## src/rtl/relay_protect_fsm_if.sv

```systemverilog
// Bus bundle between the relay protection controller and its host:
// sensor samples and operator controls in, relay drive and status out.
interface relay_protect_fsm_if #(
    parameter int N_CH   = 3,
    parameter int DATA_W = 8
);
    logic                     en;
    logic [N_CH*DATA_W-1:0]   sen;
    logic [DATA_W-1:0]        sen_ref;
    logic [DATA_W-1:0]        threshold;
    logic                     clr_latch;
    logic [N_CH-1:0]          relay;
    logic [4*N_CH-1:0]        ch_state;
    logic [N_CH-1:0]          def_fail;
    logic [2:0]               lcd_code;
    logic                     tick;

    modport master (
        output en, sen, sen_ref, threshold, clr_latch,
        input  relay, ch_state, def_fail, lcd_code, tick
    );

    modport slave (
        input  en, sen, sen_ref, threshold, clr_latch,
        output relay, ch_state, def_fail, lcd_code, tick
    );
endinterface

```

## src/rtl/relay_protect_fsm.sv

```systemverilog
// Multi-channel overcurrent relay protection: per-channel debounce, open/reclose
// retry FSM with definitive-fail latch, plus a shared LCD message selector.
module relay_protect_fsm #(
    parameter int N_CH       = 3,
    parameter int DATA_W     = 8,
    parameter int TICK_DIV   = 800000,
    parameter int DEB_TICKS  = 4,
    parameter int OPEN_TICKS = 16,
    parameter int MAX_RETRY  = 3
) (
    input logic               clk,
    input logic               rst,
    relay_protect_fsm_if.slave bus
);
    localparam int TCNT_W  = (TICK_DIV > 1) ? $clog2(TICK_DIV) : 1;
    localparam int DWELL_W = $clog2(OPEN_TICKS + 1);
    localparam int RETRY_W = $clog2(MAX_RETRY + 1);

    localparam logic [TCNT_W-1:0]  TCNT_LAST = TCNT_W'(TICK_DIV - 1);
    localparam logic [2:0]         DEB_MAX   = 3'(DEB_TICKS);
    localparam logic [DWELL_W-1:0] DWELL_MAX = DWELL_W'(OPEN_TICKS);
    localparam logic [RETRY_W-1:0] RETRY_MAX = RETRY_W'(MAX_RETRY);

    typedef enum logic [3:0] {
        ST_IDLE     = 4'd0,
        ST_MONITOR  = 4'd1,
        ST_SUSPECT  = 4'd2,
        ST_OPEN     = 4'd3,
        ST_CLOSE    = 4'd4,
        ST_DEF_FAIL = 4'd5
    } state_t;

    logic [TCNT_W-1:0]  tcnt;
    logic               tick_now;
    logic [DWELL_W-1:0] hold;
    logic [N_CH-1:0]    recover;
    logic [N_CH-1:0]    is_def;
    logic [N_CH-1:0]    is_act;
    logic [N_CH-1:0]    is_mon;

    always_ff @(posedge clk) begin
        if (!rst)
            tcnt <= '0;
        else if (tcnt == TCNT_LAST)
            tcnt <= '0;
        else
            tcnt <= tcnt + 1'b1;
    end

    assign tick_now = (tcnt == TCNT_LAST);
    assign bus.tick = tick_now;

    for (genvar i = 0; i < N_CH; i++) begin : g_ch
        state_t             st_q, st_d;
        logic [2:0]         deb_q, deb_d, deb_inc;
        logic [DWELL_W-1:0] dwell_q, dwell_d, dwell_inc;
        logic [RETRY_W-1:0] retry_q, retry_d;
        logic [DATA_W-1:0]  smp;
        logic               over;
        logic               rec;

        assign smp       = bus.sen[i*DATA_W +: DATA_W];
        // Subtraction only matters once smp > sen_ref, so it can never wrap.
        assign over      = (smp > bus.sen_ref) && ((smp - bus.sen_ref) > bus.threshold);
        assign deb_inc   = deb_q + 3'd1;
        assign dwell_inc = dwell_q + 1'b1;

        always_ff @(posedge clk) begin
            if (!rst) begin
                st_q    <= ST_IDLE;
                deb_q   <= '0;
                dwell_q <= '0;
                retry_q <= '0;
            end else begin
                st_q    <= st_d;
                deb_q   <= deb_d;
                dwell_q <= dwell_d;
                retry_q <= retry_d;
            end
        end

        always_comb begin
            st_d    = st_q;
            deb_d   = deb_q;
            dwell_d = dwell_q;
            retry_d = retry_q;
            rec     = 1'b0;
            case (st_q)
                ST_IDLE: begin
                    if (bus.en) st_d = ST_MONITOR;
                end
                ST_MONITOR: begin
                    if (!bus.en) begin
                        st_d = ST_IDLE;
                    end else if (tick_now && over) begin
                        deb_d   = 3'd1;
                        dwell_d = '0;
                        st_d    = (DEB_MAX == 3'd1) ? ST_OPEN : ST_SUSPECT;
                    end
                end
                ST_SUSPECT: begin
                    if (!bus.en) begin
                        st_d  = ST_IDLE;
                        deb_d = '0;
                    end else if (tick_now) begin
                        if (over) begin
                            deb_d = deb_inc;
                            if (deb_inc == DEB_MAX) begin
                                st_d    = ST_OPEN;
                                dwell_d = '0;
                            end
                        end else begin
                            st_d  = ST_MONITOR;
                            deb_d = '0;
                        end
                    end
                end
                ST_OPEN: begin
                    if (tick_now) begin
                        dwell_d = dwell_inc;
                        if (dwell_inc == DWELL_MAX) begin
                            st_d    = ST_CLOSE;
                            retry_d = retry_q + 1'b1;
                            deb_d   = '0;
                        end
                    end
                end
                ST_CLOSE: begin
                    if (tick_now) begin
                        if (over) begin
                            if (retry_q == RETRY_MAX) begin
                                st_d = ST_DEF_FAIL;
                            end else begin
                                st_d    = ST_OPEN;
                                dwell_d = '0;
                            end
                        end else begin
                            deb_d = deb_inc;
                            if (deb_inc == DEB_MAX) begin
                                st_d    = ST_MONITOR;
                                retry_d = '0;
                                rec     = 1'b1;
                            end
                        end
                    end
                end
                ST_DEF_FAIL: begin
                    if (bus.clr_latch) begin
                        st_d    = ST_IDLE;
                        deb_d   = '0;
                        dwell_d = '0;
                        retry_d = '0;
                    end
                end
                default: st_d = ST_IDLE;
            endcase
        end

        assign recover[i]           = rec;
        assign is_def[i]            = (st_q == ST_DEF_FAIL);
        assign is_act[i]            = (st_q == ST_SUSPECT) || (st_q == ST_OPEN) || (st_q == ST_CLOSE);
        assign is_mon[i]            = (st_q == ST_MONITOR);
        assign bus.relay[i]         = (st_q == ST_OPEN) || (st_q == ST_DEF_FAIL);
        assign bus.def_fail[i]      = is_def[i];
        assign bus.ch_state[4*i +: 4] = st_q;
    end

    // A fresh recovery on any channel restarts the "disappeared" message window.
    always_ff @(posedge clk) begin
        if (!rst)
            hold <= '0;
        else if (|recover)
            hold <= DWELL_MAX;
        else if (tick_now && (hold != '0))
            hold <= hold - 1'b1;
    end

    assign bus.lcd_code = (|is_def)      ? 3'd4 :
                          (|is_act)      ? 3'd2 :
                          (hold != '0)   ? 3'd3 :
                          (|is_mon)      ? 3'd1 : 3'd0;
endmodule

```

## src/flat_wrapper.sv

```systemverilog
// flat-port wrapper written by rule: the top's interface ports become plain ports
module relay_protect_fsm_flat 
#(
    parameter int N_CH       = 3,
    parameter int DATA_W     = 8,
    parameter int TICK_DIV   = 800000,
    parameter int DEB_TICKS  = 4,
    parameter int OPEN_TICKS = 16,
    parameter int MAX_RETRY  = 3
)
  (clk, rst, bus_en, bus_sen, bus_sen_ref, bus_threshold, bus_clr_latch, bus_relay, bus_ch_state, bus_def_fail, bus_lcd_code, bus_tick);
  relay_protect_fsm_if #(.N_CH(N_CH), .DATA_W(DATA_W)) bus_i ();
  input logic clk;
  input logic rst;
  input wire logic [$bits(bus_i.en)-1:0] bus_en;
  input wire logic [$bits(bus_i.sen)-1:0] bus_sen;
  input wire logic [$bits(bus_i.sen_ref)-1:0] bus_sen_ref;
  input wire logic [$bits(bus_i.threshold)-1:0] bus_threshold;
  input wire logic [$bits(bus_i.clr_latch)-1:0] bus_clr_latch;
  output wire logic [$bits(bus_i.relay)-1:0] bus_relay;
  output wire logic [$bits(bus_i.ch_state)-1:0] bus_ch_state;
  output wire logic [$bits(bus_i.def_fail)-1:0] bus_def_fail;
  output wire logic [$bits(bus_i.lcd_code)-1:0] bus_lcd_code;
  output wire logic [$bits(bus_i.tick)-1:0] bus_tick;
  assign bus_i.en = bus_en;
  assign bus_i.sen = bus_sen;
  assign bus_i.sen_ref = bus_sen_ref;
  assign bus_i.threshold = bus_threshold;
  assign bus_i.clr_latch = bus_clr_latch;
  assign bus_relay = bus_i.relay;
  assign bus_ch_state = bus_i.ch_state;
  assign bus_def_fail = bus_i.def_fail;
  assign bus_lcd_code = bus_i.lcd_code;
  assign bus_tick = bus_i.tick;
  relay_protect_fsm #(.N_CH(N_CH), .DATA_W(DATA_W), .TICK_DIV(TICK_DIV), .DEB_TICKS(DEB_TICKS), .OPEN_TICKS(OPEN_TICKS), .MAX_RETRY(MAX_RETRY)) u_core (.clk(clk), .rst(rst), .bus(bus_i));
endmodule
```

## config.mk

```make
export PLATFORM = sky130hd
export DESIGN_NAME = relay_protect_fsm_flat
export DESIGN_NICKNAME = d
export VERILOG_FILES = /design/src/rtl/relay_protect_fsm_if.sv /design/src/rtl/relay_protect_fsm.sv /design/src/flat_wrapper.sv
export SDC_FILE = /design/constraint.sdc
export NUM_CORES = 1
export LEC_CHECK = 0
export CORE_UTILIZATION = 45
export DETAILED_ROUTE_END_ITERATION = 10
export PLACE_DENSITY = 0.73
export RECOVER_POWER = 25
export SYNTH_ARGS = -nofsm -noshare
export SYNTH_HDL_FRONTEND = slang
export SYNTH_SLANG_ARGS = --single-unit
export TNS_END_PERCENT = 1
```

## constraint.sdc

```tcl
create_clock -name clk -period 6.4 [get_ports clk]
set_clock_uncertainty 0.15 [all_clocks]
set_input_delay 0.64 -clock clk [delete_from_list [all_inputs] [get_ports clk]]
set_output_delay 0.64 -clock clk [all_outputs]
set_load 0.01 [all_outputs]
```

==> flow_metrics.env, run 1 <==
export IMPL_first_pass_iters=5
export IMPL_post_place_ws_ps=1060
export IMPL_grt_pass1_wl_mm=24.0
export IMPL_wl_mm=14.5
export IMPL_drt_initial_drc_count=422
export IMPL_timing_final_ws_setup_ps=1320
export IMPL_tightest_slew_ps=1810
export IMPL_h_tree_depth=3
export IMPL_die_area_um2=12900
export IMPL_cts_hold_buf=0
export IMPL_cp_data_arrival_time_ps=5140
export IMPL_die_w_um=114
export IMPL_period_share=0.793
export IMPL_postSynthAreaPerCell_um2=7.71
export IMPL_path_max_fanout=11
export IMPL_antenna_found_initial=0
export IMPL_slew_violations=42
export IMPL_relSlewSlack=-0.208
export IMPL_seqCellArea_um2=1280
export IMPL_setup_viol=0
export IMPL_synth_cells=729
export IMPL_required_ps=6460
export IMPL_numPortBuffers=62
export IMPL_crit_type="in -> reg"
export IMPL_dr_total_vias=5574
export IMPL_power_mw=1.71
export IMPL_syn_to_final_growth_pct=18.3
export IMPL_grt_pass1_vias=5213
export IMPL_die_y_um=114
export IMPL_viasPerCell=5.89
export IMPL_synthArstFlopShare=0
export IMPL_core_area_um2=12100
export IMPL_final_layout_size_suffix_gt1_frac=0.0437
export IMPL_multi_input_area_um2=4030
export IMPL_ys_seq_area_frac=0.228
export IMPL_clkTransAtPathRegs_ps=50
export IMPL_hold_class="reg -> reg"
export IMPL_cap_viol_max_count=1
export IMPL_nets=882
export IMPL_place_area_um2=6330
export IMPL_fin_tns_setup_ps=0
export IMPL_cts_root_buffer="clkbuf_16"
export IMPL_start_util=0.464
export IMPL_rows=40
export IMPL_overflow=0
export IMPL_pwr_density_cell_nw_per_um2=257
export IMPL_cts_sinks=64
export IMPL_synth_top_area_share=0.228
export IMPL_synth_distinct_cells=75
export IMPL_yosysWarnings=0
export IMPL_syn_area_um2=5620
export IMPL_grt_max_degree=42
export IMPL_final_util=0.549
export IMPL_timing_hold_ws_ps=316
export IMPL_status="finished with violations"
export IMPL_drc=0
export IMPL_antenna_cells=0
export IMPL_wl_per_cell_um=15.3
export IMPL_leakagePower_nw=2.70
export IMPL_synth_common_cells="nand2_1 (72), dfxtp_1 (64), ha_1 (62)"
export IMPL_cts_buffers_inserted=9
export IMPL_cp_end_kind="register"
export IMPL_synth_most_common_cell="nand2_1"
export IMPL_timing_fmax_ghz=0.197
export IMPL_synth_edff_count=0
export IMPL_fill_cells=1183
export IMPL_gp_congestion=0.935
export IMPL_synth_ff_type="dfxtp_1"
export IMPL_min_period_ps=5080
export IMPL_max_vdd_ir_drop_mv=0.122
export IMPL_min_from="u_core.g_ch[0].deb_q[1]$_SDFFE_PN0P_"
export IMPL_insertion_delay_ps=340
export IMPL_hold_viol_final=0
export IMPL_cts_resized_gates=0
export IMPL_violations="max-capacitance violations, max-slew violations"
export IMPL_synthTopCellsByArea="dfxtp_1 (23%), ha_1 (14%), a21oi_1 (4.8%)"
export IMPL_cts_setup_buffers=0
export IMPL_finalInstanceArea_um2=6650
export IMPL_hpwl_mm=11.0
export IMPL_clk_path_buf_depth=2
export IMPL_startpoint_type="primary input"
export IMPL_startpoint="bus_sen_ref[0]"
export IMPL_ant_nets=0
export IMPL_rsz0062_at_grt="no"
export IMPL_placed_cells=930
export IMPL_ioPinCount=66
export IMPL_fin_cells=946
export IMPL_rr_startpoint="u_core.tcnt[0]$_SDFF_PP0_"
export IMPL_ys_ff_latch=64
export IMPL_cts_tree="done"
export IMPL_synth_area_leader_cell="dfxtp_1"
export IMPL_grtUsageTotal=0.229
export IMPL_ff2ff_setup_slack_ps=3000
power breakdown:
part | total, mW | internal (mW) | switching [mW]
registers | 0.507 | 0.428 | 0.0790
logic | 0.677 | 0.313 | 0.364
clock network | 0.525 | 0.341 | 0.184
path summary, 6_finish.rpt:
check | endpoint | depth (start not counted)
max | u_core.hold[3]$_SDFFE_PP0P_ | 16
max reg2reg | u_core.g_ch[1].deb_q[2]$_SDFFE_PN0P_ | 9
min | u_core.g_ch[0].deb_q[1]$_SDFFE_PN0P_ | 2
min reg2reg | u_core.g_ch[0].deb_q[1]$_SDFFE_PN0P_ | 2
worst max-delay path, stage by stage:
cell             delay [ps]
clkdlybuf4s50_1         470
ha_1                    260
fa_1                    410
nand2b_1                190
a21oi_1                 240
a21o_1                  160
a21oi_1                  70
xnor2_1                 230
ha_1                    310
a21oi_1                 180
nand2_1                  70
a21o_1                  200
o21ai_0                 890
nand3_1                 490
nand4_1                 230
a31oi_1                 100
logic make-up (layout without fill, tap and decap cells):
group | Yosys count | after routing | share of synthesized area
multiplexers | 20 | 20 | 0.0367
AND/OR/NAND/NOR | 276 | 276 | 0.249
buffers and inverters | 80 | 127 | 0.0574
flip-flops | 64 | 64 | 0.228
adder cells (fa/ha/maj) | 65 | 65 | 0.149
XOR/XNOR | 34 | 34 | 0.0529
AO/OA/AOI/OAI | 189 | 189 | 0.226
other | 1 | 3 | 0.000667
per-layer routing:
metal / track usage / up-vias / share of wire
li1: - / 2742 / -
met3: 0.0388 / 34 / 0.061
met4: 0.101 / 0 / 0.027
met2: 0.388 / 207 / 0.47
met5: 0 / - / 0
met1: 0.284 / 2591 / 0.44
flip-flops by register name, indices dropped and copies added, names as in the netlist:
signal	count
u_core.tcnt	20
u_core.g_ch.dwell_q	15
u_core.g_ch.deb_q	9
u_core.g_ch.st_q	9
u_core.g_ch.retry_q	6
u_core.hold	5
cell type report:
cell class,count,area share
repair buffers,65,0.0961
well taps,168,0.0316
clock buffers,9,0.0339
flip-flops and latches,64,0.193
clock inverters,7,0.0143
multi-input cells,587,0.606
inverters,46,0.0260
placed cells by master, fill, tap and decap left out, drive strengths merged, types with 19 or more instances in the layout:
master and count:
dfxtp 64, a21oi 54, ha 62, nand2 73, clkdlybuf4s50 52, nor2 61
nand3 37, xor2 19, nand4 19, o21ai 37, inv 46
(Power assumes the default switching activity.)
==> run 2, diff against run 1 <==
Settings changed: PLACE_DENSITY 0.73 to 0.76.
Clock period 6.4 ns to 4.2 ns, I/O delays scaled along.
==> run 2 against run 1 <==
The run now ends clean. Critical path depth is 3 higher. Via count grew 1.7%. Non-clock buffer count is 46 higher. First-iteration DRC count is 11% lower. Setup slack lost 1200 ps. Total power increased by 54%. Largest power group unchanged. Highest routed layer unchanged. Routed wire length down 1.3%.
==> flow_metrics.env, run 2 (synthesis gave the netlist of run 1 again) <==
export IMPL_crit_type="in -> reg"
export IMPL_final_util=0.578
export IMPL_core_area_um2=12100
export IMPL_worstPathCellList="clkdlybuf4s50_1 -> inv_1 -> ha_1 -> nor2b_1 -> o21ai_1 -> nand2b_1 -> a21o_1 -> a21oi_1 -> o21ai_0 -> xor2_1 -> ha_1 -> nand3_1 -> o31ai_2 -> and3_4 -> o21ai_0 -> buf_4 -> a221oi_2 -> buf_4 -> mux2i_1"
export IMPL_wl_mm=14.3
export IMPL_path_max_fanout=5
export IMPL_h_tree_depth=3
export IMPL_cts_buffers_inserted=9
export IMPL_slowest_stage="clkdlybuf4s50_1"
export IMPL_grt_pass1_vias=5231
export IMPL_start_util=0.464
export IMPL_clk_path_buf_depth=2
export IMPL_reg_top3="u_core.tcnt x20, u_core.g_ch.dwell_q x15"
export IMPL_post_place_ws_ps=-309
export IMPL_rr_startpoint="u_core.tcnt[0]$_SDFF_PP0_"
export IMPL_cts_root_buffer="clkbuf_16"
export IMPL_syn_to_final_growth_pct=24.4
export IMPL_antenna_found_initial=0
export IMPL_cp_end_kind="register"
export IMPL_tightest_slew_ps=632
export IMPL_status="finished, final reports clean"
export IMPL_timing_final_ws_setup_ps=148
export IMPL_leakagePower_nw=2.91
export IMPL_overflow=0
export IMPL_timing_fmax_ghz=0.247
export IMPL_insertion_delay_ps=330
export IMPL_relSlewSlack=0.578
export IMPL_ff2ff_setup_slack_ps=1100
export IMPL_die_y_um=114
export IMPL_rsz0062_at_grt="yes"
export IMPL_final_layout_size_suffix_gt1_frac=0.0973
export IMPL_top_register="u_core.tcnt"
export IMPL_viasPerCell=5.72
export IMPL_layout_commonest_cell="nand2_1"
export IMPL_ioPinCount=66
export IMPL_die_area_um2=12900
export IMPL_nets=928
export IMPL_numPortBuffers=62
export IMPL_first_pass_iters=5
export IMPL_required_ps=4310
export IMPL_hpwl_mm=10.8
export IMPL_cts_tree="done"
export IMPL_crit_cells=19
export IMPL_cts_sinks=64
export IMPL_r2r_cells=9
export IMPL_slew_violations=0
export IMPL_max_vdd_ir_drop_mv=0.196
export IMPL_hold_class="reg -> reg"
export IMPL_drt_initial_drc_count=375
export IMPL_pwr_density_cell_nw_per_um2=375
export IMPL_min_period_ps=4050
export IMPL_crit_end="u_core.g_ch[2].dwell_q[1]$_SDFFE_PN0P_"
export IMPL_setup_viol=0
export IMPL_wl_per_cell_um=14.4
export IMPL_clkTransAtPathRegs_ps=50
export IMPL_grt_max_degree=41
export IMPL_rows=40
export IMPL_antenna_cells=0
export IMPL_fin_tns_setup_ps=0
export IMPL_grt_pass1_wl_mm=23.6
export IMPL_min_from="u_core.g_ch[0].deb_q[2]$_SDFFE_PN0P_"
export IMPL_final_cell_mix="nand2_1 (72), dfxtp_1 (64), ha_1 (62), nor2_1 (61)"
export IMPL_startpoint_type="primary input"
export IMPL_die_w_um=114
export IMPL_reg2reg_to="u_core.g_ch[0].st_q[1]$_SDFFE_PN0P_"
export IMPL_slowest_delay_ps=490
export IMPL_largest_reg_flops=20
export IMPL_cap_viol_max_count=0
export IMPL_startpoint="bus_sen_ref[1]"
export IMPL_gp_congestion=0.858
export IMPL_dr_total_vias=5667
export IMPL_hold_viol_final=0
export IMPL_ant_nets=0
export IMPL_path_buf_inv=4
export IMPL_cp_data_arrival_time_ps=4160
export IMPL_critPathTopFamily="compound AO/OA/AOI/OAI gates"
export IMPL_grtUsageTotal=0.224
export IMPL_drc=0
export IMPL_period_share=0.965
-- run 2: where the power goes --
| part | leakage (nW) | internal (mW) | switching (mW) |
|---|---|---|---|
| clock network | 0.143 | 0.483 | 0.258 |
| registers | 0.518 | 0.652 | 0.122 |
| logic | 2.25 | 0.546 | 0.564 |
| total | 2.91 | 1.68 | 0.944 |
-- run 2: worst reg2reg max path, stage by stage, from the launching register on --
cell	delay, ps
dfxtp_1	370
ha_1	230
and4_1	270
nand4_4	180
or2_1	480
inv_2	350
o211ai_1	130
a221o_1	350
a211o_1	340
mux2i_1	140
-- run 2: metal layers --
| layer | part of all wire | vias up | global-route usage |
|---|---|---|---|
| li1 | - | 2827 | - |
| met2 | 0.47 | 176 | 0.382 |
| met3 | 0.053 | 21 | 0.0329 |
| met1 | 0.46 | 2643 | 0.290 |
| met4 | 0.015 | 0 | 0.0727 |
| met5 | 0 | - | 0 |
-- run 2: final cells by class --
type	instances	area [um2]
Timing Repair Buffer	111	993
Tap cell	168	210
Clock buffer	11	253
Clock inverter	3	42.5
Sequential cell	64	1280
Fill cell	1135	5110
Inverter	46	173
Multi-Input combinational cell	587	4040
-- run 2: worst min path at each step --
stage | end | slack, ps | cells after the start
final | u_core.g_ch[0].deb_q[2]$_SDFFE_PN0P_ | 310 | 2
after global routing | u_core.g_ch[0].deb_q[2]$_SDFFE_PN0P_ | 340 | 2
after CTS | u_core.g_ch[2].deb_q[1]$_SDFFE_PN0P_ | 320 | 2
after detailed placement | u_core.g_ch[2].deb_q[2]$_SDFFE_PN0P_ | 310 | 2
after global placement | u_core.tcnt[0]$_SDFF_PP0_ | 300 | 1
after floorplan | u_core.tcnt[0]$_SDFF_PP0_ | 280 | 1
-- run 2: stage by stage --
stage               hold slack [ps]  cells  area (um2)  power (mW)
floorplan                       280    731        5630        1.49
global placement                296    975        6690        1.87
detailed placement              305    975        6690        1.88
CTS                             322    989        6980        2.62
global route                    340    990        7000        2.78
finish                          314    990        7000        2.63
-- run 2: what timing repair did --
item / CTS / global route
resized for setup: 0 / 8
hold buffers: 0 / 0
endpoints found under the setup margin: 0 / 29
setup buffers: 0 / 1
